### config.mk
export PLATFORM = sky130hd
export DESIGN_NAME = rom_arbiter
export DESIGN_NICKNAME = d
export VERILOG_FILES = /design/src/rtl/rom_arbiter_pkg.sv /design/src/rtl/rom_arb_tag_pipe.sv /design/src/rtl/rom_arbiter.sv
export SDC_FILE = /design/constraint.sdc
export NUM_CORES = 1
export LEC_CHECK = 0
export CORE_AREA = 3 3 76 78
export CTS_CLUSTER_SIZE = 24
export DETAILED_ROUTE_END_ITERATION = 12
export DIE_AREA = 0 0 79 81
export PLACE_DENSITY = 0.84
export SLEW_MARGIN = 40
export SYNTH_ARGS = -nofsm -noshare
export SYNTH_HDL_FRONTEND = slang
export SYNTH_SLANG_ARGS = --single-unit
### constraint.sdc
create_clock -name clk -period 3.69 [get_ports clk]
set_input_delay 0.369 -clock clk [delete_from_list [all_inputs] [get_ports clk]]
set_output_delay 0.369 -clock clk [all_outputs]
set_load 0.02 [all_outputs]
### src/rtl/rom_arbiter_pkg.sv
// Shared definitions for the ROM arbiter: response owner encoding and parameter limits.
package rom_arbiter_pkg;

  typedef enum logic {
    OWN_IF = 1'b0,
    OWN_LS = 1'b1
  } owner_e;

  localparam int ROM_LAT_MIN    = 1;
  localparam int ROM_LAT_MAX    = 4;
  localparam int STARVE_MAX_LIM = 15;
  localparam int STARVE_W       = 4;

endpackage

### src/rtl/rom_arb_tag_pipe.sv
// Valid/owner shift pipeline: tags each ROM read with its requester so the response
// can be steered back exactly DEPTH cycles after the grant.
module rom_arb_tag_pipe
  import rom_arbiter_pkg::*;
#(
  parameter int DEPTH = 1
) (
  input  logic clk,
  input  logic rst,
  input  logic in_vld_i,
  input  logic in_own_i,
  output logic out_vld_o,
  output logic out_own_o
);

  logic [DEPTH-1:0] vld_q;
  logic [DEPTH-1:0] own_q;

  // Shift the tag one stage per cycle; reset discards everything in flight.
  always_ff @(posedge clk) begin
    if (rst) begin
      vld_q <= '0;
      own_q <= '0;
    end else begin
      vld_q[0] <= in_vld_i;
      own_q[0] <= in_own_i;
      for (int i = 1; i < DEPTH; i++) begin
        vld_q[i] <= vld_q[i-1];
        own_q[i] <= own_q[i-1];
      end
    end
  end

  assign out_vld_o = vld_q[DEPTH-1];
  assign out_own_o = own_q[DEPTH-1];

endmodule

### src/rtl/rom_arbiter.sv
// Two-port (fetch / load-store) arbiter in front of a single-port ROM.
// Define ROM_ARB_RR_EN for round-robin arbitration; default is ls priority with a fetch starvation guard.
module rom_arbiter
  import rom_arbiter_pkg::*;
#(
  parameter int ADDR_W     = 32,
  parameter int DATA_W     = 32,
  parameter int ROM_LAT    = 1,
  parameter int STARVE_MAX = 4
) (
  input  logic              clk,
  input  logic              rst,
  input  logic              if_req,
  input  logic [ADDR_W-1:0] if_addr,
  output logic              if_gnt,
  output logic              if_rvalid,
  output logic [DATA_W-1:0] if_rdata,
  input  logic              ls_req,
  input  logic [ADDR_W-1:0] ls_addr,
  output logic              ls_gnt,
  output logic              ls_rvalid,
  output logic [DATA_W-1:0] ls_rdata,
  output logic              rom_en,
  output logic [ADDR_W-1:0] rom_addr,
  input  logic [DATA_W-1:0] rom_data
);

  logic if_gnt_s;
  logic ls_gnt_s;
  logic pipe_vld_s;
  logic pipe_own_s;

`ifdef ROM_ARB_RR_EN
  owner_e last_q;
  owner_e last_d;

  // Contention goes to whichever requester was not granted most recently.
  always_comb begin
    if_gnt_s = 1'b0;
    ls_gnt_s = 1'b0;
    if (rst) begin
      if_gnt_s = 1'b0;
      ls_gnt_s = 1'b0;
    end else if (if_req && ls_req) begin
      if (last_q == OWN_IF) begin
        ls_gnt_s = 1'b1;
      end else begin
        if_gnt_s = 1'b1;
      end
    end else begin
      if_gnt_s = if_req;
      ls_gnt_s = ls_req;
    end
  end

  // Remember the most recent winner of any grant.
  always_comb begin
    last_d = last_q;
    if (if_gnt_s) begin
      last_d = OWN_IF;
    end else if (ls_gnt_s) begin
      last_d = OWN_LS;
    end else begin
      last_d = last_q;
    end
  end

  // Pointer resets as if ls just won, so fetch wins the first contention.
  always_ff @(posedge clk) begin
    if (rst) begin
      last_q <= OWN_LS;
    end else begin
      last_q <= last_d;
    end
  end
`else
  logic [STARVE_W-1:0] starve_q;
  logic [STARVE_W-1:0] starve_d;

  // Load-store wins contention until fetch has been refused STARVE_MAX cycles in a row.
  always_comb begin
    if_gnt_s = 1'b0;
    ls_gnt_s = 1'b0;
    if (rst) begin
      if_gnt_s = 1'b0;
      ls_gnt_s = 1'b0;
    end else if (if_req && ls_req) begin
      if (starve_q == STARVE_W'(STARVE_MAX)) begin
        if_gnt_s = 1'b1;
      end else begin
        ls_gnt_s = 1'b1;
      end
    end else begin
      if_gnt_s = if_req;
      ls_gnt_s = ls_req;
    end
  end

  // Count refused fetch cycles, saturating at the limit.
  always_comb begin
    starve_d = '0;
    if (if_req && !if_gnt_s) begin
      if (starve_q == STARVE_W'(STARVE_MAX)) begin
        starve_d = starve_q;
      end else begin
        starve_d = starve_q + STARVE_W'(1);
      end
    end else begin
      starve_d = '0;
    end
  end

  // Starvation counter register.
  always_ff @(posedge clk) begin
    if (rst) begin
      starve_q <= '0;
    end else begin
      starve_q <= starve_d;
    end
  end
`endif

  assign if_gnt   = if_gnt_s;
  assign ls_gnt   = ls_gnt_s;
  assign rom_en   = if_gnt_s | ls_gnt_s;
  assign rom_addr = if_gnt_s ? if_addr : (ls_gnt_s ? ls_addr : '0);

  rom_arb_tag_pipe #(
    .DEPTH (ROM_LAT)
  ) u_tag_pipe (
    .clk       (clk),
    .rst       (rst),
    .in_vld_i  (if_gnt_s | ls_gnt_s),
    .in_own_i  (ls_gnt_s),
    .out_vld_o (pipe_vld_s),
    .out_own_o (pipe_own_s)
  );

  // Stale pipeline contents are still visible during the reset cycle itself, hence the rst gating.
  assign if_rvalid = !rst && pipe_vld_s && (pipe_own_s == OWN_IF);
  assign ls_rvalid = !rst && pipe_vld_s && (pipe_own_s == OWN_LS);
  assign if_rdata  = if_rvalid ? rom_data : '0;
  assign ls_rdata  = ls_rvalid ? rom_data : '0;

endmodule
# After elaboration in Yosys (flattened, before gate mapping)
# Cells that the tools add are included.
op_classes:
  n_reduce_logical: 8
  n_mux: 10
  n_eq_ne: 1
  add_sub_neg: 1
  n_bitwise: 3
op_table:
  columns: ["cell", "n"]
  rows:
  - ["$mux W32", 4]
  - ["$mux W1", 6]
  - ["$logic_and A1 B1 Y1", 5]
  - ["$add A4 B1 Y4 const B", 1]
  - ["$eq A4 B3 Y1 const B", 1]
  - ["$logic_not A1 Y1", 2]
  - ["$not A1 Y1", 2]
  - ["$reduce_or A2 Y1", 1]
  - ["$or A1 B1 Y1", 1]
word_totals:
  output_inout_bits: 101
  register_bits: 6
  wordCells: 26
  in_bits: 100

# Depth between registers and ports, before layout
# Gate-level depths: netlist of run 1.
depth:
  depth_word: 8
  mapped_depth: 6
  mapped_depth_nobuf: 5

# Hierarchy
# A second synthesis of run 1 with hierarchy kept.
unflattened:
  hier_cells: 139
  area_unflattened_um2: 1088.5
by_module_without_submodules:
  columns: ["mod", "cells_each", "area_per_inst_um2", "n_inst", "seq_area_each_um2"]
  rows:
  - ["rom_arbiter", 135, 1036.0, 1, 80.1]
  - ["rom_arb_tag_pipe", 4, 52.6, 1, 40.0]

# Worst setup path before layout of run 1
# Ideal clock, no wire load.
synth_path:
  kind: "reg-to-output"
  startpoint: "register starve_q[0]"
  endpoint: "output rom_addr[26]"
  path_slack_ns: 1.861
  required_time_ns: 3.321
  arrival_time_ns: 1.460
  n_path_buf: 1
  path_stages_with_launch: 7
  cell_sequence: "dfxtp_1 inv_1 ha_1 nand3b_4 a211oi_4 buf_6 a22o_1"
synth_via:
  elab_cells_between_ends: 9
  cone_classes: "eq/ne: 1; mux: 8"
synth_rtl:
  columns: ["element", "line", "text"]
  rows:
  - ["start, declared", "rom_arbiter.sv:77", "logic [STARVE_W-1:0] starve_q;"]
  - ["start signal, assigned", "rom_arbiter.sv:118", "starve_q <= starve_d;"]
  - ["$eq A4 B3 Y1", "rom_arbiter.sv:88", "if (starve_q == STARVE_W'(STARVE_MAX)) begin"]
  - ["$mux W1", "rom_arbiter.sv:88", null]
  - ["$mux W1", "rom_arbiter.sv:87", "end else if (if_req && ls_req) begin"]
  - ["$mux W1", "rom_arbiter.sv:84", "if (rst) begin"]
  - ["via if_gnt", "rom_arbiter.sv:15", "output logic if_gnt,"]
  - ["$mux W32", "rom_arbiter.sv:126", "assign rom_addr = if_gnt_s ? if_addr : (ls_gnt_s ? ls_addr : '0);"]
  - ["end, declared", "rom_arbiter.sv:24", "output logic [ADDR_W-1:0] rom_addr,"]
# The timed path passes the listed nets, and every way through them passes these cells.

# Worst setup path in the final report of run 1
layout_path:
  startpoint: "input rst"
  endpoint: "output rom_addr[28]"
layout_via:
  elab_chain_cells: 3
  elab_cells_between_ends: 4
  cone_classes: "mux: 4"
layout_rtl:
  columns: ["element", "line", "text"]
  rows:
  - ["start, declared", "rom_arbiter.sv:12", "input logic rst,"]
  - ["$mux W1", "rom_arbiter.sv:84", null]
  - ["$mux W32", "rom_arbiter.sv:126", null]
  - ["$mux W32 (*)", "rom_arbiter.sv:126", null]
# Mark *: on every way between the ends. The rest lies on a longest branch, timed or not.

==> results.json, run 1 <==
{
  "fmax_ghz": 0.364,
  "dr.pass1.iters": 4,
  "cp.arrival_ns": 2.38,
  "wl_per_cell_um": 15.0,
  "synthAdderAreaFrac": 0.0236,
  "muxShareOfSynthArea": 0,
  "worst_slew_pin_slew_ns": 0.322,
  "diodes": 0,
  "drv_slew": 0,
  "num_io_pins": 201,
  "antenna_found_initial": 0,
  "die_area_um2": 6400,
  "initialDrtViolationCount": 14,
  "post-dp-hpwl_um": 5440,
  "worstPathRequired_ns": 3.32,
  "drive_above_1_share": 0.0571,
  "setup_tns_ns": 0,
  "cts_max_level": 1,
  "cp_max_fo": 33,
  "p_leak_nw": 1.23,
  "swShare": 0.312,
  "synth_xor_area_frac": 0.0165,
  "yosysTopAreaCell": "and2_1",
  "slew_headroom": 0.785,
  "min_period_ns": 2.75,
  "clock_path_buffers": 2,
  "startpoint_type": "primary input",
  "ys_warn_count": 0,
  "grt_pass1_wl_um": 8540,
  "final-hold-violation-count": 0,
  "stdcell_count": 403,
  "die_w_um": 79,
  "min_path_type": "reg -> reg",
  "cts-root-buf": "clkbuf_8",
  "pwr_density_cell_nw_per_um2": 149,
  "synth-compound-area-share": 0.313,
  "synthSimpleGateAreaFrac": 0.449,
  "drcViolationCount": 0,
  "final.setup_skew_ns": 0.00168,
  "fp.coreArea_um2": 5140,
  "avgSynthCellArea_um2": 7.69,
  "ys_types": 19,
  "grt_max_degree": 34,
  "antenna_left": 0,
  "clock_latency_ns": 0.22,
  "grt_pass1_vias": 1787,
  "start_util": 0.206,
  "peakVddDrop_v": 0.000166,
  "tritoncts": "done",
  "clkPwrFrac": 0.211,
  "ctsResizeCount": 0,
  "viasPerCell": 4.32,
  "via_count": 1742,
  "p_int_uw": 322,
  "status": "complete, no violations",
  "portBuffers": 200,
  "hold_buffers": 0,
  "rsz0062_at_grt": "no",
  "p_sw_uw": 146,
  "cts.sinks": 6,
  "fin_crit_sh": 0.745,
  "grtUsageTotal": 0.169,
  "grt_overflow": 0,
  "synth_area_leaders": "and2_1, a22o_1, dfxtp_1",
  "synth_top_family_by_area": "simple AND/OR/NAND/NOR gates",
  "dpl.cell_count": 400,
  "wl_um": 6060,
  "fin_nets": 437,
  "syn_to_final_growth_pct": 197,
  "syn-cell-area_um2": 1060,
  "crit_type": "in -> out",
  "fp.dieH_um": 81,
  "pwr-share-seq": 0.146,
  "cts_setup_buffers": 0,
  "synthCells": 138,
  "synth_top_area_frac": 0.377,
  "globalplace.congestion": 0.707,
  "endpoint_kind": "output pin",
  "hold_slack_ns": 0.462,
  "setup_viol": 0,
  "maxCapViolCount": 0,
  "comb_power_share": 0.643,
  "rows": 26,
  "path_clk_slew_ns": 0.03,
  "synth_nets": 240,
  "yosysSeqAreaShare": 0.113,
  "numCtsBuffers": 3,
  "ys_ff_latch": 6
}
[path summary, 6_finish.rpt]
check         startpoint            to  slack, ns  cells past startpoint
max                  rst  rom_addr[28]       0.94                      6
min          starve_q[0]   starve_q[0]       0.46                      1
max reg2reg  starve_q[0]   starve_q[2]       2.49                      5
min reg2reg  starve_q[0]   starve_q[0]       0.46                      1
[critical path: stages]
cell and delay, ns:
clkdlybuf4s50_1 0.53, inv_1 0.17, o211a_1 0.17, buf_4 0.31, a22o_1 0.20, clkdlybuf4s50_1 0.61
[flip-flops by register name, summed over array words and instances, names as in the netlist]
name                  count
starve_q                  4
u_tag_pipe.out_vld_o      1
u_tag_pipe.out_own_o      1
[power groups by stage]
stage               logic, mW  registers (mW)  clock network (mW)
finish                  0.301          0.0683              0.0987
global route            0.319          0.0686               0.107
CTS                     0.304          0.0683               0.103
detailed placement      0.303          0.0693                   0
global placement        0.299          0.0692                   0
floorplan               0.107          0.0690                   0
[per-layer routing]
metal / track usage / vias to the layer above / share of wire
met2: 0.370 / 121 / 0.56
met3: 0.0521 / 3 / 0.10
met5: 0 / - / 0
met4: 0.0309 / 0 / 0.0059
met1: 0.149 / 748 / 0.33
li1: - / 870 / -
[cell families after synthesis]
kind of cell	after synthesis
buffers and inverters	17
xor gates and xnor gates	2
AOI/OAI and AO/OA	35
and+or+nand+nor	76
adders and majority gates	2
DFF	6
[final cells by class]
type                    instances  area (µm²)
clock buffers                   3        41.3
fillers                       464        1990
inverters                       5        18.8
multi-input cells             115         851
flip-flops and latches          6         120
well taps                      70        87.6
repair buffers                204        2030
[synthesized netlist by cell type]
cell and count:
and2_1 64, a22o_1 23, a22o_2 9, nor2_1 7, clkbuf_1 6, dfxtp_1 6, inv_1 5, buf_2 3
buf_6 3, ha_1 2, o211a_1 2, a211oi_4 1, and3_1 1, nand3_1 1, nand3b_4 1, nand4_1 1
nor3b_2 1, xnor2_1 1, xor2_1 1
[cell usage in the layout, fill, tap and decap left out, types with 2 or more instances in the layout]
cell,count
ha_1,2
clkdlybuf4s50_1,200
o211a_1,2
nor2_1,7
and2_1,64
a22o_1,23
clkbuf_8,3
inv_1,5
dfxtp_1,6
a22o_2,9
buf_4,4
[stage by stage]
step	util	total power, mW	setup slack [ns]	area, µm²
4_1_cts	0.613	0.475	0.923	3150
6_report	0.613	0.468	0.941	3150
5_1_grt	0.613	0.494	0.850	3150
2_1_floorplan	-	0.176	1.86	1060
3_3_place_gp	0.605	0.368	1.03	3110
3_5_place_dp	0.605	0.372	0.966	3110
Power figures use the tool's default switching activity.
==> run 2, diff against run 1 <==
CORE_AREA = unset   (was 3 3 76 78)
CORE_MARGIN = 3   (was unset)
CORE_UTILIZATION = 20   (was unset)
DIE_AREA = unset   (was 0 0 79 81)
clock period = 2.9 ns   (was 3.69 ns; I/O delays follow)
==> run 2 against run 1 <==
Against the previous run:
- final area is 0.36% higher
- hold slack worse by 0.0026 ns
- critical path depth is 1 higher
- sequential share of layout area hardly changed
- worst setup slack worse by 0.58 ns
- register-to-register slack worse by 0.75 ns
- final cell count is 0.50% lower
- clock skew hardly changed
- sequential power is 27% higher
- wire length is 6.4% lower
- core utilization is 3.1 points higher
- critical endpoint is now rom_addr[5]
- largest power group unchanged
- highest routed layer unchanged
==> results.json, run 2 (synthesized netlist as in run 1, its figures left out) <==
{
  "status": "complete, no violations",
  "path_clk_slew_ns": 0.03,
  "drive_above_1_share": 0.0659,
  "antenna_found_initial": 0,
  "tritoncts": "done",
  "portBuffers": 200,
  "seqCellArea_um2": 120,
  "wl_per_cell_um": 14.1,
  "initialDrtViolationCount": 12,
  "viasPerCell": 4.30,
  "rr_worst_depth": 5,
  "min_period_ns": 2.54,
  "final_common_cell": "clkdlybuf4s50_1",
  "endpoint_kind": "output pin",
  "slew_headroom": 0.820,
  "path_delay_family": "buffers and inverters",
  "grt_pass1_wl_um": 8580,
  "largest-register": "starve_q",
  "num_io_pins": 201,
  "dpl.cell_count": 398,
  "setup_viol": 0,
  "whs_endpoint": "starve_q[0]",
  "maxCapViolCount": 0,
  "grt_max_degree": 34,
  "cp_max_fo": 23,
  "crit_type": "reg -> out",
  "p_leak_nw": 1.24,
  "stdcell_count": 401,
  "cts_max_level": 1,
  "hold_slack_ns": 0.460,
  "drcViolationCount": 0,
  "wl_um": 5670,
  "rsz0062_at_grt": "no",
  "diodes": 0,
  "pwr_density_cell_nw_per_um2": 187,
  "clock_latency_ns": 0.22,
  "drv_slew": 0,
  "clock_path_buffers": 2,
  "reg2reg_slack_ns": 1.74,
  "fp.coreArea_um2": 4910,
  "rows": 25,
  "dr.pass1.iters": 3,
  "grt_pass1_vias": 1751,
  "fp.dieH_um": 78.8,
  "final-hold-violation-count": 0,
  "worstPathRequired_ns": 2.61,
  "startpoint_type": "register",
  "fin_crit_sh": 0.876,
  "syn_to_final_growth_pct": 198,
  "peakVddDrop_v": 0.000161,
  "hold_buffers": 0,
  "grtUsageTotal": 0.174,
  "die_w_um": 78.8,
  "numCtsBuffers": 3,
  "crit_path_cell_trace": "inv_1 -> ha_1 -> nand3b_4 -> a211oi_4 -> buf_4 -> a22o_1 -> clkdlybuf4s50_1",
  "grt_overflow": 0,
  "slowest_stage": "clkdlybuf4s50_1",
  "fin_nets": 438,
  "cts_setup_buffers": 0,
  "globalplace.congestion": 0.710,
  "ctsResizeCount": 0,
  "n_fill_cell": 422,
  "cp_num_cells": 7,
  "post-dp-hpwl_um": 5050,
  "layout_common_cells": "clkdlybuf4s50_1, and2_1, a22o_1, a22o_2, nor2_1",
  "die_area_um2": 6210,
  "via_count": 1725,
  "worst-path-buf-inv": 3,
  "final.setup_skew_ns": 0.00151,
  "largest_reg_flops": 4,
  "min_path_type": "reg -> reg",
  "fmax_ghz": 0.393,
  "cts.sinks": 6,
  "antenna_left": 0,
  "regToRegEndpoint": "starve_q[3]",
  "multi_input_area_um2": 851,
  "start_util": 0.216,
  "r2r_start": "starve_q[0]",
  "cp.arrival_ns": 2.25,
  "setup_tns_ns": 0,
  "worst_slew_pin_slew_ns": 0.269,
  "hold_start": "starve_q[0]",
  "slowest_delay_ns": 0.63,
  "holdPathStages": 1,
  "cts-root-buf": "clkbuf_8"
}
run 2: changes by cell type in the layout (fill, tap and decap cells not counted):
| cell | delta |
|---|---|
| buf_12 | +1 |
| buf_4 | +2 |
| clkdlybuf4s50_1 | -2 |
run 2: how the worst max path moves through the flow:
stage	startpoint	to	slack [ns]
after floorplan	starve_q[0]	rom_addr[26]	1.15
final	starve_q[0]	rom_addr[5]	0.36
after detailed placement	if_req	rom_addr[12]	0.41
after global routing	starve_q[0]	rom_addr[12]	0.20
after CTS	starve_q[0]	rom_addr[12]	0.33
after global placement	if_req	rom_addr[5]	0.41
run 2: worst reg2reg max path: stages (launching register included):
cell	delay, ns
dfxtp_1	0.36
inv_1	0.06
ha_1	0.22
nand3b_4	0.11
nand4_1	0.19
nor2_1	0.16
run 2: report_power, final:
part	internal (mW)	switching (mW)	total [mW]
registers	0.0855	0.00144	0.0869
clock network	0.0890	0.0346	0.124
logic	0.237	0.145	0.382
run 2: final cells by class:
type | count | share of cell area
Timing Repair Buffer | 205 | 0.647
Multi-Input combinational cell | 115 | 0.269
Sequential cell | 6 | 0.0380
Tap cell | 67 | 0.0265
Clock buffer | 3 | 0.0131
Inverter | 5 | 0.00594
run 2: stage by stage:
step	util	setup WS, ns	total power, mW	instance area [µm²]
final	0.644	0.358	0.592	3160
after global routing	0.644	0.203	0.627	3160
after CTS	0.644	0.331	0.601	3160
after detailed placement	0.635	0.409	0.474	3120
after global placement	0.635	0.412	0.470	3120
after floorplan	-	1.15	0.224	1060
run 2: metal layers:
metal,routed length [µm],up-vias,global-route usage,share of wire
met3,757,6,0.0760,0.13
met1,1800,731,0.155,0.32
met4,93,0,0.0447,0.016
li1,-,871,-,-
met2,3020,117,0.350,0.53
met5,0,-,0,0
==> run 3, diff against run 2 <==
ABC_AREA = 1   (was unset)
CORE_UTILIZATION = 24   (was 20)
PLACE_DENSITY = 0.85   (was 0.84)
==> run 3 against run 2 <==
Against the previous run:
- synthesized cell count up 83%
- clock skew down 0.0012 ns
- first-iteration DRC count rose to 4.8 times the previous value
- largest cell class unchanged
==> results.json, run 3 <==
{
  "min_period_ns": 2.62,
  "wl_per_cell_um": 13.5,
  "syn_to_final_growth_pct": 152,
  "drive_above_1_share": 0.0566,
  "ys_types": 20,
  "diodes": 0,
  "fin_crit_sh": 0.904,
  "yosysTopAreaCell": "nand3_1",
  "startpoint_type": "primary input",
  "layout_common_cells": "clkdlybuf4s50_1, nor2_1, nand3_1, inv_1, nand2_1",
  "worst_slew_pin_slew_ns": 0.585,
  "portBuffers": 200,
  "synthArstFlopShare": 0,
  "yosysSeqAreaShare": 0.0891,
  "slew_headroom": 0.610,
  "p_total_uw": 635,
  "final.setup_skew_ns": 0.000292,
  "maxCapViolCount": 0,
  "antenna_left": 0,
  "endpoint_kind": "output pin",
  "grt_pass1_wl_um": 10500,
  "synthCells": 253,
  "status": "complete, no violations",
  "cp_max_fo": 33,
  "fin_nets": 546,
  "synth_most_common_cell": "nor2_1",
  "ys_ff_latch": 6,
  "pwr_density_cell_nw_per_um2": 187,
  "grtUsageTotal": 0.201,
  "path_clk_slew_ns": 0.04,
  "numCtsBuffers": 3,
  "hold_start": "starve_q[0]",
  "avgSynthCellArea_um2": 5.33,
  "cp.arrival_ns": 2.33,
  "synth_nets": 355,
  "num_io_pins": 201,
  "tritoncts": "done",
  "clock_path_buffers": 2,
  "worst_slack_ns": 0.279,
  "cts-root-buf": "clkbuf_8",
  "start_util": 0.256,
  "final-hold-violation-count": 0,
  "crit_type": "in -> out",
  "design_area_um2": 3390,
  "final_common_cell": "clkdlybuf4s50_1",
  "cp-startpoint": "rst",
  "worstPathRequired_ns": 2.61,
  "largest_reg_flops": 4,
  "synth_ff_type": "dfxtp_1",
  "synth_top_area_frac": 0.208,
  "drcViolationCount": 0,
  "synth_common_cells": "nor2_1, nand3_1, inv_1",
  "syn-cell-area_um2": 1350,
  "viasPerCell": 4.56,
  "die_w_um": 81.0,
  "clock_latency_ns": 0.22,
  "cts.sinks": 6,
  "initialDrtViolationCount": 58,
  "setup_viol": 0,
  "fp.dieH_um": 81.0,
  "largest-register": "starve_q",
  "reg2reg_slack_ns": 1.65,
  "p_leak_nw": 1.54,
  "grt_pass1_vias": 2180,
  "fmax_ghz": 0.382,
  "post-dp-hpwl_um": 5920,
  "antenna_found_initial": 0,
  "min_path_type": "reg -> reg",
  "r2r_start": "starve_q[0]",
  "synth_area_leaders": "nand3_1, nor2_1, inv_1",
  "grt_max_degree": 34,
  "via_count": 2335,
  "hold_buffers": 0,
  "ctsResizeCount": 0,
  "synth_edf_count": 0,
  "setup_tns_ns": 0,
  "cts_setup_buffers": 0,
  "dr.pass1.iters": 4,
  "grt_overflow": 0,
  "drv_slew": 0,
  "wl_um": 6910,
  "cts_max_level": 1,
  "dpl_worst_slack_ns": 0.271,
  "globalplace.congestion": 0.813,
  "ys_warn_count": 0,
  "peakVddDrop_v": 0.000128,
  "die_area_um2": 6560,
  "rsz0062_at_grt": "no",
  "rows": 26,
  "place_area_um2": 3350,
  "fp.coreArea_um2": 5270
}
run 3: kinds of logic after synthesis:
logic type | synth area share
simple gates | 0.647
buf+inv | 0.224
fa+ha+maj | 0.0185
xor+xnor | 0.00649
flops | 0.0891
compound gates | 0.0148
run 3: final timing paths:
check                                            end  cells after the start
worst max-delay path                    ls_rdata[23]                      5
worst min-delay path                     starve_q[0]                      1
worst max register to register  u_tag_pipe.out_own_o                      5
worst min register to register           starve_q[0]                      1
run 3: critical path, stage by stage:
cell and delay (ns):
clkdlybuf4s50_1 0.55, inv_2 0.13, nand3_2 0.45, nor2_1 0.27
clkdlybuf4s50_1 0.64
run 3: metrics by stage:
stage	util	hold WS, ns	cells
6_report	0.644	0.471	512
5_1_grt	0.644	0.502	512
4_1_cts	0.644	0.472	512
3_5_place_dp	0.636	0.464	509
3_3_place_gp	0.636	0.448	509
2_1_floorplan	-	0.359	253
run 3: cell type report:
| type | count | area (µm²) |
|---|---|---|
| repair buffers | 204 | 2060 |
| fillers | 467 | 1880 |
| multi-input cells | 186 | 926 |
| inverters | 43 | 161 |
| flip-flops and latches | 6 | 120 |
| well taps | 70 | 87.6 |
| clock buffers | 3 | 41.3 |
run 3: power by group:
| part | leakage (nW) | internal, mW | switching (mW) |
|---|---|---|---|
| logic | 1.47 | 0.239 | 0.186 |
| clock network | 0.0216 | 0.0890 | 0.0335 |
| registers | 0.0491 | 0.0855 | 0.00206 |
| total | 1.54 | 0.414 | 0.221 |
run 3: metal layers:
metal,part of all wire,routed length (µm),vias up,GRT usage
li1,-,-,1158,-
met5,0,0,-,0
met3,0.12,832,22,0.0754
met1,0.33,2270,1020,0.186
met2,0.51,3520,135,0.384
met4,0.040,276,0,0.0912
